--- src/rtl/uart_rx_sampler.sv ---
// UART receive bit sampler: mid-bit sampling of data bits at OVERSAMPLE clk/bit after a start pulse.
// Optional even-parity bit when UART_RX_PARITY_EN is defined.
module uart_rx_sampler #(
    parameter int unsigned OVERSAMPLE = 16,
    parameter int unsigned DATA_BITS  = 8
) (
    input  logic                 clk,
    input  logic                 rst,
    input  logic                 data_in,
    input  logic                 d_start_bit,
    output logic [DATA_BITS-1:0] rx_data,
    output logic                 rx_valid,
    output logic                 framing_err,
    output logic                 parity_err,
    output logic                 rx_busy
);

    localparam int unsigned TW = $clog2(OVERSAMPLE);
    localparam int unsigned BW = $clog2(DATA_BITS + 1);

    typedef enum logic [1:0] {
        IDLE   = 2'd0,
        DATA   = 2'd1,
`ifdef UART_RX_PARITY_EN
        PARITY = 2'd2,
`endif
        STOP   = 2'd3
    } state_t;

    state_t                 state_q;
    logic [TW-1:0]          tick_q, tick_d;
    logic [BW-1:0]          bit_q;
    logic [DATA_BITS-1:0]   shift_q, shift_d;
    logic [DATA_BITS-1:0]   rx_data_q;
    logic                   valid_q, ferr_q, busy_q;
    logic                   sample;
`ifdef UART_RX_PARITY_EN
    logic                   perr_q, par_bad_q;
`endif

    always_comb begin
        sample  = (state_q != IDLE) && (tick_q == '0);
        tick_d  = sample ? TW'(OVERSAMPLE - 1) : tick_q - TW'(1);
        shift_d = {data_in, shift_q[DATA_BITS-1:1]};
    end

    always_ff @(posedge clk or posedge rst) begin
        if (rst) begin
            state_q   <= IDLE;
            tick_q    <= '0;
            bit_q     <= '0;
            shift_q   <= '0;
            rx_data_q <= '0;
            valid_q   <= 1'b0;
            ferr_q    <= 1'b0;
            busy_q    <= 1'b0;
`ifdef UART_RX_PARITY_EN
            perr_q    <= 1'b0;
            par_bad_q <= 1'b0;
`endif
        end else begin
            valid_q <= 1'b0;
            ferr_q  <= 1'b0;
`ifdef UART_RX_PARITY_EN
            perr_q  <= 1'b0;
`endif
            case (state_q)
                IDLE: begin
                    if (d_start_bit) begin
                        state_q <= DATA;
                        tick_q  <= TW'(OVERSAMPLE / 2 - 1);
                        bit_q   <= '0;
                        busy_q  <= 1'b1;
`ifdef UART_RX_PARITY_EN
                        par_bad_q <= 1'b0;
`endif
                    end
                end
                DATA: begin
                    tick_q <= tick_d;
                    if (sample) begin
                        shift_q <= shift_d;
                        bit_q   <= bit_q + BW'(1);
                        if (bit_q == BW'(DATA_BITS - 1)) begin
`ifdef UART_RX_PARITY_EN
                            state_q <= PARITY;
`else
                            state_q <= STOP;
`endif
                        end
                    end
                end
`ifdef UART_RX_PARITY_EN
                PARITY: begin
                    tick_q <= tick_d;
                    if (sample) begin
                        // Even parity: line bit must equal XOR of the data bits.
                        par_bad_q <= data_in ^ (^shift_q);
                        state_q   <= STOP;
                    end
                end
`endif
                STOP: begin
                    tick_q <= tick_d;
                    if (sample) begin
                        state_q <= IDLE;
                        busy_q  <= 1'b0;
                        if (!data_in) begin
                            ferr_q <= 1'b1;
`ifdef UART_RX_PARITY_EN
                        end else if (par_bad_q) begin
                            perr_q <= 1'b1;
`endif
                        end else begin
                            rx_data_q <= shift_q;
                            valid_q   <= 1'b1;
                        end
                    end
                end
                default: state_q <= IDLE;
            endcase
        end
    end

    assign rx_data     = rx_data_q;
    assign rx_valid    = valid_q;
    assign framing_err = ferr_q;
    assign rx_busy     = busy_q;
`ifdef UART_RX_PARITY_EN
    assign parity_err  = perr_q;
`else
    assign parity_err  = 1'b0;
`endif

endmodule
--- config.mk ---
export PLATFORM = sky130hd
export DESIGN_NAME = uart_rx_sampler
export DESIGN_NICKNAME = d
export VERILOG_FILES = /design/src/rtl/uart_rx_sampler.sv
export SDC_FILE = /design/constraint.sdc
export NUM_CORES = 1
export LEC_CHECK = 0
export ABC_AREA = 1
export CELL_PAD_IN_SITES_DETAIL_PLACEMENT = 0
export CELL_PAD_IN_SITES_GLOBAL_PLACEMENT = 1
export CORE_ASPECT_RATIO = 0.5
export CORE_MARGIN = 4
export CORE_UTILIZATION = 44
export CTS_CLUSTER_SIZE = 12
export DETAILED_ROUTE_END_ITERATION = 6
export PLACE_DENSITY_LB_ADDON = 0.12
export SLEW_MARGIN = 20
export SYNTH_ARGS = -nofsm -noshare
export SYNTH_HDL_FRONTEND = slang
export SYNTH_SLANG_ARGS = --single-unit
--- constraint.sdc ---
create_clock -name clk -period 2.69 [get_ports clk]
set_input_delay 0.807 -clock clk [delete_from_list [all_inputs] [get_ports clk]]
set_output_delay 0.807 -clock clk [all_outputs]
set_load 0.01 [all_outputs]
Word level (Yosys, flattened, before mapping)
Cells that the tools add are included.

Flip-flop bits (word level): 29.

Add/sub/neg operators: 2. Equality and inequality tests: 7. Muxes and demuxes: 20. Reductions and logical operators: 14.

Operators with widths (count): 4-bit 2-to-1 mux (4); 4-bit one-hot mux with 2 select lines (2); 3-bit AND reduction (3); 1-bit 2-to-1 mux (8); 2-bit 2-to-1 mux (4); 2-bit inequality test, second input constant (4); 2-bit nonzero test (4); 2-bit one-hot mux with 3 select lines (1); 4-bit by 1-bit adder with 4-bit output, second input constant (1); 4-bit by 3-bit == test with 1-bit output, second input constant (1); 4-bit zero test (1); 2-bit AND reduction (2); 4-bit AND reduction (1); 4-bit by 1-bit subtractor with 4-bit output, second input constant (1); 2-bit by 1-bit == test with 1-bit output, second input constant (1); 2-bit == test, second input constant (1); 2-bit zero test (1); 1-bit one-hot mux with 2 select lines (1); 2-bit OR reduction (1); 1-bit logical AND (1).

Longest topological paths before layout
Gate-level depths: netlist of the first run.

Depth after elaboration: 4. Gate-level depth with buffers: 8. Depth with buffers taken out: 8.

Worst setup path before layout of the first run
Ideal clock, no wire load.

Path kind: input to register. Start point: input port data_in. End point: register rx_data_q[0] (netlist: rx_data[0]). Library setup time: 0.065 ns. Arrival time: 1.300 ns. Data required time: 2.625 ns. Slack: 1.325 ns. Cell stages on the path: 4. Path buffers: 0. Cell sequence: clkinv_1 nor2_4 nand2_1 nand2_1.

Word-level cells in the longest chain between the ends: 1.

RTL lines: start: declaration (line 9) `input logic data_in,`; 3-bit AND reduction (no source line); end signal: assignment (line 115) `rx_data_q <= shift_q;`; end: declaration (line 34) `logic [DATA_BITS-1:0] rx_data_q;`.

Every way passes these cells. A chain may end at the register's enable or synchronous reset.

Worst setup path in the final report of the first run
Start point: register rx_data_q[0] (netlist: rx_data[0]). End point: output port rx_data[0].

RTL lines: end: declaration (line 11) `output logic [DATA_BITS-1:0] rx_data,`.

No word-level cell between the ends.

==> run_results.csv, run 1 <==
group,metric,value,unit
clocking,worst_skew_pair.late_latency,270,ps
route,post_drt_via_cell_ratio,4.81,
logic_synthesis,area_share_of_the_leading_cell_type_in_the_synthesized_netlist,53.2,%
logic_synthesis,synthArstFlopShare,100,%
timing,rsz_0062_raised_after_global_routing,"no",
pwr,peakVddDrop,0.000583,V
setup_path,max_stage_delay,540,ps
logic_synthesis,post_synth_main_area_contributors,"dfrtp_1 (53%), nand2_1 (14%), nand3_1 (6.6%)",
logic_synthesis,synthesis.instances,149,
global_route,grt.total_usage,13.7,%
timing,max_freq,508,MHz
logic_synthesis,avgSynthCellArea,9.16,µm²
clocking,clock_sink_count,29,
logic_synthesis,synthTopCellsByCount,"nand2_1 (50), dfrtp_1 (29), nand3_1 (18)",
logic_synthesis,yosys_most_used_dff,"dfrtp_1",
global_route,final_global_route_overflow_total,0,
logic_synthesis,syn_area,1370,µm²
route,route.detailed.wl_per_inst,11.6,µm
run,count_of_max_cap_constraint_violations,0,
finish,syn2layout_area_growth,19.1,%
logic_synthesis,yosys_warnings,0,
setup_path,critPathSlowestCell,"clkdlybuf4s50_1",
logic_synthesis,synth.lib_cells_used.distinct,27,
timing,final-setup-viol-count,0,
clocking,cts-buffers-inserted,5,
timing,clock_skew,5.73,ps
pwr,power.leakage,0.840,nW
route,vias,986,
setup_path,worst_r2r_path_depth,6,
logic_synthesis,yosys.cell_count.top_type,"nand2_1",
setup_path,timing.critical_path.depth,1,
finish,layout-drive-gt1-share,13.1,%
setup_path,crit_type,"reg2out",
place,placedCellCount,197,
floorplan,die_area,4110,µm²
pwr,power_per_cell_area,933,nW/µm²
logic_synthesis,syn-num-nets,156,
setup_path,critPathCaptureType,"output port",
setup_path,timing.critical_path.cells,"clkdlybuf4s50_1",
route,drc_violations_left,0,
timing,slew_viol_final,0,
setup_path,cp_max_fo,2,
route,wirelength,2.37,mm
floorplan,total_core_area,2770,µm²
global_route,grt_first_pass_wirelength,4.11,mm
min_path,hold_crit_path_type,"reg2reg",
run_status,status,"finished clean",
finish,n_antenna_cell,0,
timing,layout_worst_path_cycle_share,73.2,%
route,drt-initial-drc-count,22,
floorplan,num_rows,13,
clocking,cts_tree,"done",
timing,hold_viol_final,0,
global_route,first_global_vias,883,
place,place.gp.congestion,0.806,
floorplan,initial_utilization,49.4,%
clocking,cts_max_path_buffers,2,
setup_path,cp_data_required_time,1880,ps
clocking,ctsHtreeMaxLevel,2,
finish,post_layout_nonfiller_instances,205,
route,drt.antenna.violating_nets,0,
route,drt_first_pass_iters,4,
place,detailed_place_hpwl,1.73,mm
clocking,cts_repair_resize_count,0,
logic_synthesis,seq_area_frac_synth,53.2,%
logic_synthesis,synth-edff-count,0,
min_path,timing.hold.worst_path_depth,2,
logic_synthesis,synth_top_area_cell,"dfrtp_1",
setup_path,crit_arrival,1160,ps
global_route,largest_net_degree_at_the_start_of_global_routing,30,
floorplan,die-width,86.8,µm
finish,final_nets,174,
clocking,ctsRootBufferMaster,"clkbuf_8",
global_route,grt_antenna_before_repair,0,
timing,final_period_minus_worst_setup_slack,1970,ps
clocking,post_cts_buffers,0,
setup_path,worst_setup_path_start_kind,"register",
place,placement.io_buffers,14,
timing,timing.setup.tns,0,ps
logic_synthesis,synth.ff_latch_count,29,
setup_path,cp_top_family,"buffers and inverters",
setup_path,timing.critical_path.buf_inv,1,
floorplan,die_height,47.4,µm
clocking,cts.hold.buffers_added,0,
floorplan,boundaryPins,16,
clocking,worst_setup_hold_path_clk_slew,60,ps
-- registers in the layout, summed over array words and instances (netlist names) --
| register | count |
|---|---|
| rx_data | 8 |
| shift_q | 8 |
| bit_q | 4 |
| tick_q | 4 |
| state_q | 2 |
| framing_err | 1 |
| rx_busy | 1 |
| rx_valid | 1 |
-- layout by cell type, fill, tap and decap left out, types with 4 or more instances in the layout --
cell             instances
nor2_1                   4
o21ai_0                 11
dfrtp_1                 29
inv_1                    7
clkdlybuf4s50_1         14
nand2_1                 50
nand3_1                 18
clkbuf_8                 6
-- cell families after synthesis --
logic type / synth area share, %
AOI/OAI and AO/OA: 5.68
xor gates and xnor gates: 0.642
adders and majority gates: 2.75
buffers and inverters: 7.24
DFF: 53.2
other: 0.275
and+or+nand+nor: 30.2
-- routing by layer --
layer / part of all wire, % / global-route usage (%) / up-vias
met5: 0 / 0 / -
met4: 0 / 2.80 / 0
met3: 5.6 / 6.30 / 0
met2: 42 / 21.3 / 17
met1: 52 / 18.0 / 455
li1: - / - / 514
-- worst paths after layout --
kind	endpoint	slack (ps)	start
max reg2reg	rx_data[6]	1160	tick_q[0]
max	rx_data[0]	720	rx_data[0]
min reg2reg	rx_busy	470	rx_busy
min in group asynchronous	rx_data[1]	900	rst
min	rx_busy	470	rx_busy
max in group asynchronous	bit_q[3]	1520	rst
-- worst min-delay path, stage by stage, from the launching register on --
cell,delay [ps]
dfrtp_1,350
nand2_1,50
nand2_1,40
-- power breakdown --
group	internal [mW]	switching, mW
sequential	0.555	0.111
clock	0.301	0.154
combinational	0.160	0.235
total	1.02	0.500
-- layout make-up --
type / instances / area (µm²)
Timing Repair Buffer: 15 / 148
Sequential cell: 29 / 726
Clock inverter: 1 / 30.0
Inverter: 11 / 48.8
Clock buffer: 7 / 86.3
Fill cell: 262 / 1140
Tap cell: 37 / 46.3
Multi-Input combinational cell: 105 / 541
-- metrics by stage --
step | area [µm²] | worst slack (ps) | hold slack, ps | power (mW) | utilization (%)
floorplan | 1370 | 1280 | 442 | 0.981 | -
global placement | 1510 | 663 | 454 | 1.07 | 54.6
detailed placement | 1510 | 639 | 463 | 1.07 | 54.6
CTS | 1630 | 701 | 477 | 1.54 | 58.8
global route | 1630 | 670 | 494 | 1.64 | 58.8
finish | 1630 | 721 | 474 | 1.52 | 58.8
Power figures use the tool's default switching activity.
==> inputs of run 2 (changes only) <==
--- a/config.mk
+++ b/config.mk
@@ -10,7 +10,7 @@
 export CELL_PAD_IN_SITES_GLOBAL_PLACEMENT = 1
 export CORE_ASPECT_RATIO = 0.5
 export CORE_MARGIN = 4
-export CORE_UTILIZATION = 44
+export CORE_UTILIZATION = 41
 export CTS_CLUSTER_SIZE = 12
 export DETAILED_ROUTE_END_ITERATION = 6
 export PLACE_DENSITY_LB_ADDON = 0.12
==> constraint.sdc (replaced) <==
create_clock -name clk -period 2 [get_ports clk]
set_input_delay 0.6 -clock clk [delete_from_list [all_inputs] [get_ports clk]]
set_output_delay 0.6 -clock clk [all_outputs]
set_load 0.01 [all_outputs]
==> run 2 against run 1 <==
  * Utilization fell by 6.2 points
  * Flip-flop and latch count did not move
  * Combinational power rose by 34%
  * Cell area rose by 0.23%
  * Global-route usage fell by 0.50 points
  * Routed wire length rose by 4.4%
  * Sequential power rose by 35%
  * Power rose by 36%
  * Via count rose by 2.5%
  * Count of clock-buffer cells in the layout did not move
  * Sequential share of layout area fell by 0.10 points
  * Critical endpoint is now rx_busy
==> run_results.csv, run 2 (same netlist as run 1, synthesis figures left out) <==
group,metric,value,unit
setup_path,critPathCaptureType,"output port",
setup_path,timing.critical_path.buf_inv,1,
clocking,cts_max_path_buffers,2,
clocking,worst_setup_hold_path_clk_slew,60,ps
timing,max_freq,563,MHz
clocking,cts_repair_resize_count,0,
setup_path,cp_top_family,"buffers and inverters",
clocking,cts.hold.buffers_added,0,
timing,hold_viol_final,0,
place,placement.io_buffers,14,
timing,holdWs,484,ps
setup_path,critPathSlowestCell,"clkdlybuf4s50_1",
route,wirelength,2.48,mm
setup_path,timing.critical_path.cells,"clkdlybuf4s50_1",
route,drt.antenna.violating_nets,0,
setup_path,crit_arrival,1170,ps
min_path,timing.hold.worst_path_depth,2,
finish,final_nets,174,
floorplan,total_core_area,3100,µm²
timing,layout_worst_path_cycle_share,88.7,%
floorplan,boundaryPins,16,
run_status,status,"finished clean",
route,drt-initial-drc-count,62,
min_path,hold_worst_path_end,"shift_q[0]",
min_path,hold_path_startpoint,"shift_q[0]",
setup_path,worst_setup_path_start_kind,"register",
clocking,cts_tree,"done",
route,vias,1011,
clocking,ctsHtreeMaxLevel,2,
place,placed_cell_area,1510,µm²
place,placement.setup.worst_slack,179,ps
route,route.detailed.wl_per_inst,11.9,µm
setup_path,cp_data_required_time,1400,ps
global_route,first_global_vias,926,
global_route,grt.total_usage,13.2,%
timing,timing.setup.tns,0,ps
timing,final_period_minus_worst_setup_slack,1770,ps
global_route,grt_first_pass_wirelength,4.41,mm
timing,clock_skew,4.10,ps
setup_path,r2r_setup_slack,460,ps
pwr,power.leakage,0.840,nW
floorplan,die_height,48.8,µm
pwr,power_per_cell_area,1270,nW/µm²
route,drt_first_pass_iters,4,
global_route,grt_antenna_before_repair,0,
run,count_of_max_cap_constraint_violations,0,
timing,slack_of_the_critical_path,225,ps
finish,final_area,1630,µm²
place,detailed_place_hpwl,1.74,mm
finish,final_core_util,52.5,%
finish,fillers,300,
floorplan,die-width,89.6,µm
place,place.gp.congestion,0.795,
clocking,cts-buffers-inserted,5,
timing,slew_viol_final,0,
timing,rsz_0062_raised_after_global_routing,"no",
setup_path,worst_r2r_startpoint,"tick_q[0]",
setup_path,max_stage_delay,540,ps
finish,n_antenna_cell,0,
route,post_drt_via_cell_ratio,4.86,
finish,final_common_cell,"nand2_1",
setup_path,crit_type,"reg2out",
floorplan,num_rows,14,
clocking,worst_skew_pair.late_latency,280,ps
setup_path,cp_max_fo,2,
global_route,final_global_route_overflow_total,0,
finish,final_cell_mix,"nand2_1 (50), dfrtp_1 (29), nand3_1 (18)",
min_path,hold_crit_path_type,"reg2reg",
finish,syn2layout_area_growth,19.3,%
route,drc_violations_left,0,
clocking,post_cts_buffers,0,
clocking,ctsRootBufferMaster,"clkbuf_8",
timing,final-setup-viol-count,0,
clocking,clock_sink_count,29,
pwr,peakVddDrop,0.000590,V
finish,layout-drive-gt1-share,13.1,%
floorplan,initial_utilization,44.0,%
floorplan,die_area,4370,µm²
setup_path,r2r-end,"rx_data[6]",
setup_path,worst_r2r_path_depth,6,
global_route,largest_net_degree_at_the_start_of_global_routing,30,
[run 2: cell counts in the layout (fill, tap and decap cells not counted)]
Identical to the previous run, type by type.
[run 2: final cells by class]
cell class | count | area (µm²) | area share, %
flip-flops and latches | 29 | 726 | 44.5
well taps | 40 | 50.0 | 3.07
clock inverters | 1 | 30.0 | 1.84
repair buffers | 15 | 148 | 9.06
multi-input cells | 105 | 541 | 33.2
clock buffers | 7 | 86.3 | 5.30
inverters | 11 | 48.8 | 3.00
[run 2: how the worst max path moves through the flow]
stage | slack (ps) | cells past startpoint | end | startpoint
floorplan | 730 | 6 | rx_data[0] | tick_q[0]
global placement | 170 | 5 | rx_data[6] | data_in
detailed placement | 180 | 5 | rx_data[7] | data_in
CTS | 210 | 1 | rx_data[7] | rx_data[7]
global route | 180 | 1 | rx_busy | rx_busy
finish | 230 | 1 | rx_busy | rx_busy
[run 2: power by group]
group | total (mW) | internal, mW | leakage (nW) | switching [mW]
clock | 0.633 | 0.406 | 0.0585 | 0.228
sequential | 0.896 | 0.746 | 0.374 | 0.150
combinational | 0.532 | 0.217 | 0.408 | 0.315
[run 2: metrics by stage]
stage / total power [mW] / instances
final: 2.06 / 208
after global routing: 2.23 / 208
after CTS: 2.08 / 208
after detailed placement: 1.45 / 200
after global placement: 1.44 / 200
after floorplan: 1.32 / 149
[run 2: worst register-to-register path: stages, from the launching register on]
cell	delay (ps)
dfrtp_1	400
inv_1	120
ha_1	210
nand4_2	300
nor2_4	290
nand2_1	80
nand2_1	80
[run 2: metal layers]
metal  vias to the layer above  track usage, %  part of all wire, %
li1                        516               -                    -
met1                       468            19.0                   52
met2                        24            17.2                   42
met3                         3            4.55                  5.0
met4                         0            6.68                  1.1
met5                         -               0                    0
==> patch, RTL diff (settings of run 1) <==
Add a define of `UART_RX_PARITY_EN`.
--- a/src/rtl/uart_rx_sampler.sv
+++ b/src/rtl/uart_rx_sampler.sv
@@ -2,2 +2,4 @@
 // Optional even-parity bit when UART_RX_PARITY_EN is defined.
+`define UART_RX_PARITY_EN
+
 module uart_rx_sampler #(
Behaviour: same outputs for any inputs over 10 cycles, from zero or initial values and one cycle with rst high; that may be too few to reach the edited logic, so the function may still have changed.
==> patch against run 1 <==
Sequential cell count grew 2; design area grew 15%; synthesized cell count grew 22%; setup slack lost 0.011 ns; area after synthesis grew 17%; wire length grew 20%; non-clock buffer count grew 1; register-to-register slack lost 0.29 ns; power shrank 7.2%; critical path type unchanged; largest power group unchanged.
==> patch: results (changes against run 1) <==
Max Cap Viol -> 0 (unchanged)
CTS root buf -> clkbuf_8
port bufs -> 15 (+1)
ant diodes -> 0 (unchanged)
insertion delay to the later sink of the worst-skew pair -> 0.27 ns (about the same)
fillers -> 338 (+29%)
Avg Inst Size Synth -> 8.765 um2 (-4.3%)
vias in the first global route -> 1156 (+31%)
Pleak -> 0.0009358 uW (+11%)
CP delay by family, top -> buffers and inverters
register area share after synthesis -> 48.63% (-4.5 points)
outcome -> completed
clock skew -> 0.003969 ns (-0.001764 ns)
CTS-repair resized insts -> 0 (unchanged)
crit path DAT -> 1.17 ns
Post-DP HPWL -> 2076 um (+20%)
share of flip-flops with an asynchronous set or reset -> 100.0% (unchanged)
post-CTS setup buffers -> 0 (unchanged)
DR vias/cell -> 4.648 (-3.4%)
worst hold-check path type -> register to register
clock-pin slew on the worst setup and hold paths -> 0.06 ns (about the same)
cts bufs inserted -> 5 (unchanged)
Max IR drop VDD -> 0.0003090 V (-47%)
synth top area cells -> dfrtp_1 (49%), nand2_1 (11%), inv_1 (6.6%)
unique cell type count in the Yosys netlist -> 27 (unchanged)
post-synth net total -> 194 (+24%)
fraction of layout cells with a size suffix above 1 -> 12.38% (-0.72 points)
worst-path maximum fanout -> 2 (unchanged)
Total Nets Final -> 215 (+24%)
routability congestion estimate -> 0.7195 (-11%)
largest net degree at the start of global routing -> 32 (+6.7%)
number of flops mapped to enable cells by yosys -> 0 (unchanged)
Max stage delay cell, worst path -> clkdlybuf4s50_1
antenna violations before repair -> 0 (unchanged)
Worst-Margin Slew -> 0.3957 ns
Warnings, synthesis -> 0 (unchanged)
total track usage -> 14.23% (+0.53 points)
drt wl/cell -> 11.25 um (-2.8%)
Clock Tree Buf Depth -> 2 (unchanged)
synth cell count leaders -> nand2_1 (45), dfrtp_1 (31), inv_1 (28), o21ai_0 (15)
switching share of power -> 36.66% (+3.7 points)
DRT Pass-1 Iters -> 4 (unchanged)
H-tree depth -> 2 (unchanged)
first-pass GRT wire length -> 5250 um (+28%)
largest stage delay on the critical path -> 0.54 ns (about the same)
drt first-iter violations -> 30 (+36%)
Primary FF master, synth -> dfrtp_1
==> patch: worst paths after layout <==
| check | start | end | slack [ns] | depth (start not counted) |
|---|---|---|---|---|
| max in group asynchronous | rst | tick_q[3]$_DFFE_PP0P_ | 1.49 | 3 |
| min in group asynchronous | rst | rx_data[2]$_DFFE_PP0P_ | 0.92 | 3 |
| max reg2reg | state_q[0]$_DFFE_PP0P_ | bit_q[1]$_DFFE_PP0P_ | 0.87 | 9 |
| min reg2reg | rx_data[2]$_DFFE_PP0P_ | rx_data[2]$_DFFE_PP0P_ | 0.48 | 2 |
| min | rx_data[2]$_DFFE_PP0P_ | rx_data[2]$_DFFE_PP0P_ | 0.48 | 2 |
| max | rx_data[0]$_DFFE_PP0P_ | rx_data[0] | 0.71 | 1 |
==> patch: power groups by stage <==
stage	registers (uW)	logic [uW]	clock network (uW)
final	608	472	328
after detailed placement	617	477	0
after global placement	616	470	0
after global routing	621	555	363
after CTS	609	482	343
after floorplan	606	375	0
==> patch: routing by layer <==
metal  GRT usage, %  vias to the layer above  part of all wire [%]
met4          2.920                        0                  0.42
li1               -                      619                     -
met1          19.78                      542                    52
met3          4.940                        2                   3.8
met5              0                        -                     0
met2          21.45                       13                    44
==> patch: stage by stage <==
| stage | setup slack [ns] | hold slack, ns | instances | instance area, um2 |
|---|---|---|---|---|
| 5_1_grt | 0.6635 | 0.5073 | 253 | 1873 |
| 4_1_cts | 0.6877 | 0.4875 | 253 | 1873 |
| 6_report | 0.7093 | 0.4819 | 253 | 1873 |
| 3_3_place_gp | 0.5733 | 0.4674 | 247 | 1800 |
| 3_5_place_dp | 0.5478 | 0.4715 | 247 | 1800 |
| 2_1_floorplan | 1.143 | 0.4699 | 182 | 1595 |
==> patch: cell type report <==
class	instances	area share, %
sequential	31	41.42
multi-input combinational	118	36.54
timing repair buffer	16	8.417
inverter	31	6.346
clock buffer	6	3.874
tap	51	3.407
==> patch: cell families (layout without fill, tap and decap cells) <==
group / count (synthesis) / after routing / synth area share [%]
multiplexers: 1 / 1 / 0.6275
AND/OR/NAND/NOR: 75 / 75 / 22.04
XOR/XNOR: 3 / 3 / 1.647
buffers and inverters: 33 / 53 / 8.471
AO/OA/AOI/OAI: 31 / 31 / 12.31
flip-flops: 31 / 31 / 48.63
adder cells (fa/ha/maj): 8 / 8 / 6.275
==> patch: worst min-delay path, stage by stage, from the launching register on <==
cell     delay (ns)
dfrtp_1        0.34
nand2_1        0.06
o21ai_2        0.04
